`config.mk`:
```
export PLATFORM = sky130hd
export DESIGN_NAME = modmul_scheduler
export DESIGN_NICKNAME = d
export VERILOG_FILES = /design/src/rtl/modmul_pkg.sv /design/src/rtl/modmul_scheduler_rr_pick.sv /design/src/rtl/modmul_scheduler.sv
export SDC_FILE = /design/constraint.sdc
export NUM_CORES = 1
export LEC_CHECK = 0
export ABC_CLOCK_PERIOD_IN_PS = 8920
export BUFFER_PORTS_ARGS = -buffer_cell sky130_fd_sc_hd__buf_4
export CAP_MARGIN = 25
export CELL_PAD_IN_SITES_DETAIL_PLACEMENT = 1
export CELL_PAD_IN_SITES_GLOBAL_PLACEMENT = 1
export CORE_AREA = 4 4 603 605
export DETAILED_ROUTE_END_ITERATION = 8
export DIE_AREA = 0 0 607 609
export GPL_TIMING_DRIVEN = 0
export PLACE_DENSITY_LB_ADDON = 0.1
export SYNTH_ARGS = -nofsm -noshare
export SYNTH_HDL_FRONTEND = slang
export SYNTH_SLANG_ARGS = --single-unit
```
`constraint.sdc`:
```
create_clock -name clk -period 8.92 [get_ports clk]
set_input_delay 1.784 -clock clk [delete_from_list [all_inputs] [get_ports clk]]
set_output_delay 1.784 -clock clk [all_outputs]
set_load 0.05 [all_outputs]
```
`src/rtl/modmul_pkg.sv`:
```
// Shared types and sizing helpers for the ModMul request scheduler.
package modmul_pkg;

    // Scheduler FSM states; only one operation is ever in flight.
    typedef enum logic [1:0] {
        ST_IDLE = 2'd0,
        ST_CLR  = 2'd1,
        ST_RUN  = 2'd2,
        ST_RESP = 2'd3
    } state_t;

    // Operand/result width of the shared ModMul instance.
    localparam int MODMUL_WIDTH = 128;

    // Bits needed for a RUN cycle counter that must be able to hold TIMEOUT.
    function automatic int cnt_width(input int timeout);
        return $clog2(timeout + 1);
    endfunction

endpackage

```
`src/rtl/modmul_scheduler_rr_pick.sv`:
```
// Round-robin picker: grants the first valid requester at or after ptr,
// wrapping from N-1 back to 0. Purely combinational.
module rr_pick #(
    parameter int N  = 4,
    parameter int IW = 2
) (
    input  logic [N-1:0]  valid,
    input  logic [IW-1:0] ptr,
    output logic [N-1:0]  grant,
    output logic [IW-1:0] idx
);

    logic found;

    // Scan N positions starting at ptr; the first valid one wins.
    always_comb begin
        grant = '0;
        idx   = '0;
        found = 1'b0;
        for (int k = 0; k < N; k++) begin
            int            j;
            logic [IW-1:0] j_idx;
            j = int'(ptr) + k;
            if (j >= N) begin
                j = j - N;
            end
            j_idx = IW'(j);
            if (!found && valid[j_idx]) begin
                found        = 1'b1;
                grant[j_idx] = 1'b1;
                idx          = j_idx;
            end
        end
    end

endmodule

```
`src/rtl/modmul_scheduler.sv`:
```
// Shares one external ModMul instance between NREQ requesters.
// Flow per operation: IDLE (accept) -> CLR (ModMul reset) -> RUN -> RESP.
module modmul_scheduler
    import modmul_pkg::*;
#(
    parameter int NREQ    = 4,
    parameter int WIDTH   = MODMUL_WIDTH,
    parameter int TIMEOUT = 1023
) (
    input  logic                  clk,
    input  logic                  reset,
    input  logic [NREQ-1:0]       req_valid,
    output logic [NREQ-1:0]       req_ready,
    input  logic [NREQ*WIDTH-1:0] req_a,
    input  logic [NREQ*WIDTH-1:0] req_b,
    output logic [NREQ-1:0]       rsp_valid,
    input  logic [NREQ-1:0]       rsp_ready,
    output logic [WIDTH-1:0]      rsp_r,
    output logic [WIDTH-1:0]      mm_a,
    output logic [WIDTH-1:0]      mm_b,
    output logic                  mm_reset,
    output logic                  mm_enable,
    input  logic [WIDTH-1:0]      mm_r,
    input  logic                  mm_done,
    output logic                  busy,
    output logic                  timeout_err,
    output state_t                dbg_state
);

    // Handshakes: a request transfers in the cycle where req_valid[i] and
    // req_ready[i] are both high; a result transfers when rsp_valid[i] and
    // rsp_ready[i] are both high. Ready/valid of other requesters is ignored.

    localparam int IW = (NREQ > 1) ? $clog2(NREQ) : 1;
    localparam int CW = cnt_width(TIMEOUT);

    state_t          state_q, state_d;
    logic [IW-1:0]   rr_ptr_q;
    logic [IW-1:0]   owner_q;
    logic [CW-1:0]   cnt_q;
    logic [NREQ-1:0] pick_grant;
    logic [IW-1:0]   pick_idx;
    logic            any_req;
    logic            run_expired;

    assign any_req     = |req_valid;
    assign run_expired = (cnt_q == CW'(TIMEOUT));
    assign dbg_state   = state_q;

    rr_pick #(
        .N  (NREQ),
        .IW (IW)
    ) u_rr_pick (
        .valid (req_valid),
        .ptr   (rr_ptr_q),
        .grant (pick_grant),
        .idx   (pick_idx)
    );

    // Next-state and control outputs; reset overrides everything combinationally.
    always_comb begin
        state_d     = state_q;
        req_ready   = '0;
        rsp_valid   = '0;
        mm_reset    = 1'b0;
        mm_enable   = 1'b0;
        busy        = 1'b1;
        timeout_err = 1'b0;
        case (state_q)
            ST_IDLE: begin
                busy = 1'b0;
                if (any_req) begin
                    req_ready = pick_grant;
                    state_d   = ST_CLR;
                end
            end
            ST_CLR: begin
                mm_reset = 1'b1;
                state_d  = ST_RUN;
            end
            ST_RUN: begin
                mm_enable = 1'b1;
                if (mm_done) begin
                    state_d = ST_RESP;
                end else if (run_expired) begin
                    timeout_err = 1'b1;
                    mm_reset    = 1'b1;
                    state_d     = ST_IDLE;
                end
            end
            ST_RESP: begin
                rsp_valid[owner_q] = 1'b1;
                if (rsp_ready[owner_q]) begin
                    state_d = ST_IDLE;
                end
            end
            default: state_d = ST_IDLE;
        endcase
        if (reset) begin
            state_d     = ST_IDLE;
            req_ready   = '0;
            rsp_valid   = '0;
            mm_enable   = 1'b0;
            mm_reset    = 1'b1;
            busy        = 1'b0;
            timeout_err = 1'b0;
        end
    end

    // State register plus operand/owner latching, RUN counter and result capture.
    always_ff @(posedge clk) begin
        if (reset) begin
            state_q  <= ST_IDLE;
            rr_ptr_q <= '0;
            owner_q  <= '0;
            cnt_q    <= '0;
            mm_a     <= '0;
            mm_b     <= '0;
            rsp_r    <= '0;
        end else begin
            state_q <= state_d;
            case (state_q)
                ST_IDLE: begin
                    if (any_req) begin
                        owner_q  <= pick_idx;
                        rr_ptr_q <= (pick_idx == IW'(NREQ - 1)) ? '0 : pick_idx + 1'b1;
                        mm_a     <= req_a[int'(pick_idx)*WIDTH +: WIDTH];
                        mm_b     <= req_b[int'(pick_idx)*WIDTH +: WIDTH];
                        cnt_q    <= '0;
                    end
                end
                ST_RUN: begin
                    cnt_q <= cnt_q + 1'b1;
                    if (mm_done) begin
                        rsp_r <= mm_r;
                    end
                end
                default: ;
            endcase
        end
    end

endmodule

```
==> impl_metrics.py, run 1 <==
metrics = {
    "logic_synthesis": {
        "synthesis.nets": 4864,
        "synth.largest_area_cell": "dfxtp_1",
        "yosysMostFrequentCell": "a21oi_1",
        "ys_warn_count": 0,
        "synthFlopType": "dfxtp_1",
        "ys_async_sr_fraction_pct": 0,
        "synth_edf_count": 0,
        "ys_types": 55,
        "synthTopCellsByCount": "655 x a21oi_1, 539 x nand2_1, 515 x nand3_1",
        "synth.top_cells.by_area": "dfxtp_1 31%, a21oi_1 13%, nand3_1 9.9%",
        "synth-seq-cells": 400,
        "mappedNetlistArea_mm2": 0.0261,
        "syn_inst": 3688,
        "synth_seq_area_share_pct": 30.7,
        "syn_avg_cell_area_um2": 7.07,
        "synth_top_area_share_pct": 30.7,
    },
    "clocking": {
        "htree_levels": 3,
        "holdBufCountCts": 0,
        "cts.sinks": 400,
        "cts_tree": "yes",
        "cts_made_buffers": 79,
        "post-cts-setup-buffers": 0,
        "ctsResizeCount": 0,
        "clockBufferDepth": 4,
        "root_buffer": "clkbuf_16",
        "path_clk_slew_ns": 0.05,
        "clk_latency_ns": 0.79,
    },
    "floorplanning": {
        "die_w_um": 607,
        "core_mm2": 0.358,
        "die_y_um": 609,
        "die_area_mm2": 0.370,
        "ioPinCount": 1561,
        "initial_core_util_pct": 7.28,
        "placementRows": 220,
    },
    "final_layout": {
        "final_cells": 10200,
        "final_area_mm2": 0.0470,
        "layout-drive-gt1-share_pct": 33.9,
        "nets": 6530,
        "area_growth_pct": 80.6,
    },
    "global_routing": {
        "grt_overflow_total": 0,
        "grt_pass1_vias": 39500,
        "track_usage_pct": 16.9,
        "grt_pass1_wl_um": 416000,
        "antenna_found_initial": 196,
        "grt_max_degree": 14,
    },
    "placed_design": {
        "dp_hpwl_um": 280000,
        "port-buffer-count": 1559,
        "dp.cells": 10000,
        "post_dp_cell_area_mm2": 0.0443,
        "gp_congestion": 0.853,
    },
    "setup_path": {
        "worst-setup-path-type": "flip-flop to primary output",
        "worstRegToRegCells": 14,
        "crit_arrival_ns": 6.07,
        "cp.required_ns": 7.14,
        "cp-start-kind": "flip-flop",
        "worstSetupEndpointType": "primary output",
        "cp_max_fo": 13,
    },
    "timing": {
        "skew_ns": 0.0764,
        "worst_slew_pin_slew_ns": 1.04,
        "drv_slew": 0,
        "relSlewSlack_pct": 30.7,
        "report.final.hold_viol_count": 0,
        "period_minus_slack_ns": 7.86,
        "fmax_ghz": 0.127,
        "rsz0062_at_grt": "no",
        "fin_setup_tns_ns": 0,
        "period_share_pct": 88.1,
        "setup_violations": 0,
    },
    "detailed_routing": {
        "num_vias": 37700,
        "routedWlPerCell_um": 32.1,
        "dr.pass1.iters": 5,
        "wirelength_um": 328000,
        "drt-initial-drc-count": 2233,
        "ant_nets": 0,
        "vias_per_cell": 3.69,
        "drc": 0,
    },
    "pwr": {
        "ir_drop_mv": 0.123,
        "power.density_mw_per_mm2": 320,
        "power.total_uw": 15000,
        "p_leak_uw": 0.0200,
    },
    "hold_path": {
        "hold_path_class": "flip-flop to flip-flop",
        "holdPathStages": 2,
    },
    "job": {
        "cap_violations": 0,
    },
    "status": {
        "outcome": "finished, final reports clean",
    },
}
==> registers in the layout, indices dropped and copies added (netlist names) <==
name       count
mm_b         128
cnt_q         10
dbg_state      2
mm_a         128
rsp_r        128
rr_ptr_q       2
owner_q        2
==> worst paths after layout <==
path                            slack (ns)           end   startpoint
worst min register to register        0.46     rsp_r[27]    rsp_r[27]
worst max register to register        2.21      mm_b[13]  rr_ptr_q[0]
worst min-delay path                  0.46     rsp_r[27]    rsp_r[27]
worst max-delay path                  1.06  req_ready[2]  rr_ptr_q[0]
==> layout by cell type, fill, tap and decap left out, types with 7 or more instances in the layout <==
cell / instances
clkbuf_16: 79
buf_4: 1562
nor2_1: 22
nand3_1: 515
a21o_1: 255
nand2_1: 539
clkbuf_1: 267
diode_2: 44
buf_16: 7
a211o_1: 255
buf_1: 59
buf_6: 10
clkinv_2: 8
bufinv_16: 10
inv_1: 7
clkinvlp_4: 7
ha_1: 13
a22oi_1: 254
buf_2: 75
dfxtp_1: 400
o21ai_0: 268
buf_8: 14
a21oi_1: 655
clkbuf_8: 17
clkbuf_2: 17
==> metal layers <==
layer	vias up	track usage, %	share of wire, %	routed length [µm]
li1	17000	-	-	-
met3	420	4.10	6.2	20300
met5	-	0	0.13	430
met1	18900	18.8	38	126000
met2	1313	32.0	53	173000
met4	66	3.46	2.3	7670
==> power by group <==
group	total, µW	leakage [µW]	internal (µW)	switching [µW]
clock network	3320	0.00129	2040	1280
logic	9240	0.0154	2660	6580
registers	2480	0.00327	2210	269
==> final cells by class <==
class / instances / area (µm²)
Fill cell: 42800 / 311000
Multi-Input combinational cell: 2858 / 16300
Antenna cell: 44 / 110
Timing Repair Buffer: 1585 / 12200
Sequential cell: 400 / 8010
Tap cell: 4773 / 5970
Clock inverter: 27 / 422
Clock buffer: 105 / 2240
Inverter: 8 / 30.0
Buffer: 422 / 1800
==> critical path: stages, from the launching register on <==
cell,delay [ns]
dfxtp_1,0.42
buf_2,0.29
buf_1,0.53
inv_2,0.34
clkbuf_1,0.45
ha_1,0.43
clkbuf_1,0.37
mux4_2,0.52
nor2b_1,0.15
clkbuf_1,0.41
clkbuf_1,0.57
a221o_1,0.25
o21ai_0,0.07
a21oi_1,0.22
buf_4,0.26
==> per-stage QoR <==
step	setup WS (ns)	hold WS (ns)	utilization, %
after floorplan	3.05	0.454	-
after global routing	0.429	0.470	13.1
after global placement	0.0340	0.445	12.2
final	1.06	0.456	13.1
after CTS	0.627	0.456	13.1
after detailed placement	1.56	0.449	12.4
==> logic make-up after synthesis <==
logic type	after synthesis	share of synthesized area, %
AOI/OAI and AO/OA	1711	41.8
and+or+nand+nor	1114	19.0
buffers and inverters	430	6.93
DFF	400	30.7
muxes	15	0.812
adders and majority gates	13	0.624
xor gates and xnor gates	5	0.168
No activity file was read; power rests on OpenSTA's default activity.
==> run 2: changes to the inputs <==
--- a/config.mk
+++ b/config.mk
@@ -5,14 +5,15 @@
 export SDC_FILE = /design/constraint.sdc
 export NUM_CORES = 1
 export LEC_CHECK = 0
+export ABC_AREA = 1
 export ABC_CLOCK_PERIOD_IN_PS = 8920
 export BUFFER_PORTS_ARGS = -buffer_cell sky130_fd_sc_hd__buf_4
 export CAP_MARGIN = 25
 export CELL_PAD_IN_SITES_DETAIL_PLACEMENT = 1
 export CELL_PAD_IN_SITES_GLOBAL_PLACEMENT = 1
-export CORE_AREA = 4 4 603 605
+export CORE_AREA = 4 4 606 608
 export DETAILED_ROUTE_END_ITERATION = 8
-export DIE_AREA = 0 0 607 609
+export DIE_AREA = 0 0 610 612
 export GPL_TIMING_DRIVEN = 0
 export PLACE_DENSITY_LB_ADDON = 0.1
 export SYNTH_ARGS = -nofsm -noshare
==> impl_metrics.py, run 2 <==
metrics = {
    "status": {
        "outcome": "finished, final reports clean",
    },
    "logic_synthesis": {
        "synth_edf_count": 0,
        "synth_top_area_share_pct": 35.6,
        "yosysMostFrequentCell": "nand3_1",
        "synth_seq_area_share_pct": 35.6,
        "ys_async_sr_fraction_pct": 0,
        "synthTopCellsByCount": "1,307 x nand3_1, 1,083 x nand2_1, 400 x dfxtp_1",
        "synth.top_cells.by_area": "dfxtp_1 36%, nand3_1 29%, nand2_1 18%",
        "synthFlopType": "dfxtp_1",
        "mappedNetlistArea_mm2": 0.0225,
        "synth.largest_area_cell": "dfxtp_1",
        "syn_avg_cell_area_um2": 6.21,
        "syn_inst": 3620,
        "ys_types": 36,
        "synth-seq-cells": 400,
        "synthesis.nets": 4796,
        "ys_warn_count": 0,
    },
    "floorplanning": {
        "initial_core_util_pct": 6.22,
        "die_y_um": 612,
        "die_area_mm2": 0.373,
        "placementRows": 221,
        "die_w_um": 610,
        "ioPinCount": 1561,
        "core_mm2": 0.362,
    },
    "clocking": {
        "post-cts-setup-buffers": 0,
        "cts_made_buffers": 80,
        "clockBufferDepth": 4,
        "htree_levels": 3,
        "holdBufCountCts": 0,
        "root_buffer": "clkbuf_16",
        "path_clk_slew_ns": 0.05,
        "cts.sinks": 400,
        "ctsResizeCount": 0,
        "clk_latency_ns": 0.81,
        "cts_tree": "yes",
    },
    "detailed_routing": {
        "num_vias": 33600,
        "vias_per_cell": 3.30,
        "drc": 0,
        "ant_nets": 0,
        "dr.pass1.iters": 7,
        "drt-initial-drc-count": 1784,
        "routedWlPerCell_um": 30.2,
        "wirelength_um": 307000,
    },
    "global_routing": {
        "grt_pass1_wl_um": 385000,
        "grt_pass1_vias": 35500,
        "grt_max_degree": 15,
        "track_usage_pct": 15.7,
        "antenna_found_initial": 177,
        "grt_overflow_total": 0,
    },
    "setup_path": {
        "crit_arrival_ns": 4.40,
        "cp-start-kind": "input port",
        "r2r-start": "rr_ptr_q[1]",
        "worst-setup-path-type": "input port to primary output",
        "cp.required_ns": 7.14,
        "worstRegToRegCells": 14,
        "r2r-end": "mm_b[92]",
        "worstSetupEndpointType": "primary output",
        "cp_max_fo": 10,
        "r2r_setup_slack_ns": 4.44,
    },
    "hold_path": {
        "hold_path_end": "mm_b[101]",
        "hp-start": "mm_b[101]",
        "holdPathStages": 2,
        "hold_path_class": "flip-flop to flip-flop",
    },
    "timing": {
        "period_minus_slack_ns": 6.18,
        "skew_ns": 0.0894,
        "period_share_pct": 69.3,
        "rsz0062_at_grt": "no",
        "fin_setup_tns_ns": 0,
        "relSlewSlack_pct": 28.0,
        "report.final.hold_viol_count": 0,
        "worst_slew_pin_slew_ns": 1.08,
        "drv_slew": 0,
        "setup_violations": 0,
        "fmax_ghz": 0.162,
        "hold_slack_ns": 0.448,
    },
    "final_layout": {
        "layout_commonest_cell": "buf_4",
        "layout-drive-gt1-share_pct": 36.1,
        "area_growth_pct": 92.5,
        "reg.largest.list": "mm_a (128), mm_b (128), rsp_r (128)",
        "nets": 6451,
        "layout_common_cells": "1,574 x buf_4, 1,307 x nand3_1, 1,083 x nand2_1, 400 x dfxtp_1, 273 x nor2_1",
    },
    "pwr": {
        "p_leak_uw": 0.0196,
        "power.density_mw_per_mm2": 446,
        "ir_drop_mv": 0.139,
    },
    "placed_design": {
        "dp_hpwl_um": 267000,
        "gp_congestion": 0.868,
        "port-buffer-count": 1560,
    },
    "job": {
        "cap_violations": 0,
    },
}
## run 2: worst max-delay path by stage
| stage | start | slack [ns] | depth (start not counted) | endpoint |
|---|---|---|---|---|
| after CTS | req_valid[1] | 2.54 | 11 | req_ready[2] |
| final | req_valid[1] | 2.74 | 11 | req_ready[2] |
| after detailed placement | req_valid[1] | 2.56 | 11 | req_ready[2] |
| after global routing | req_valid[1] | 2.46 | 11 | req_ready[2] |
| after global placement | req_valid[1] | 0.77 | 10 | req_ready[2] |
| after floorplan | reset | 3.58 | 5 | rsp_valid[0] |
## run 2: power by group
part	internal [µW]	switching, µW
registers	2320	350
clock network	2050	1300
logic	3340	9940
## run 2: cell families (layout without fill, tap and decap cells)
logic type               after synthesis  count (layout)  share of synthesized area (%)
AND/OR/NAND/NOR                     2695            2695                           52.7
flip-flops                           400             400                           35.6
buffers and inverters                357            2068                           7.33
AO/OA/AOI/OAI                        152             152                           3.52
adder cells (fa/ha/maj)               13              13                          0.724
XOR/XNOR                               3               3                          0.117
other                                  0              53                              0
## run 2: area by class of cell
class / count / area [µm²]
plain buffers: 324 / 1530
well taps: 4794 / 6000
clock inverters: 35 / 515
inverters: 33 / 124
clock buffers: 103 / 2200
fillers: 43700 / 318000
repair buffers: 1573 / 11900
diodes: 53 / 133
flip-flops and latches: 400 / 8010
multi-input cells: 2863 / 12800
## run 2: through the flow
step | instance area, µm² | cells | power (µW) | setup slack (ns) | util (%)
4_1_cts | 43100 | 10100 | 20200 | 2.54 | 11.9
6_report | 43300 | 10200 | 19300 | 2.74 | 12.0
2_1_floorplan | 22500 | 3620 | 9740 | 3.58 | -
5_1_grt | 43200 | 10100 | 20900 | 2.46 | 11.9
3_5_place_dp | 40400 | 9986 | 16600 | 2.56 | 11.2
3_3_place_gp | 40200 | 9974 | 16500 | 0.773 | 11.1
## run 2: worst max-delay path, stage by stage
cell	delay [ns]
buf_4	0.09
inv_1	0.08
nand4_1	0.13
nand2_1	0.17
nor2_2	0.35
buf_16	0.20
clkbuf_2	0.54
clkbuf_1	0.59
nand2_1	0.11
inv_1	0.08
buf_4	0.22
## run 2: per-layer routing
metal | GRT usage [%] | vias to the layer above | part of all wire [%]
met5 | 0 | - | 0.11
met4 | 2.87 | 52 | 2.0
met3 | 4.35 | 362 | 6.5
met2 | 30.6 | 1243 | 54
met1 | 16.7 | 16400 | 37
li1 | - | 15500 | -
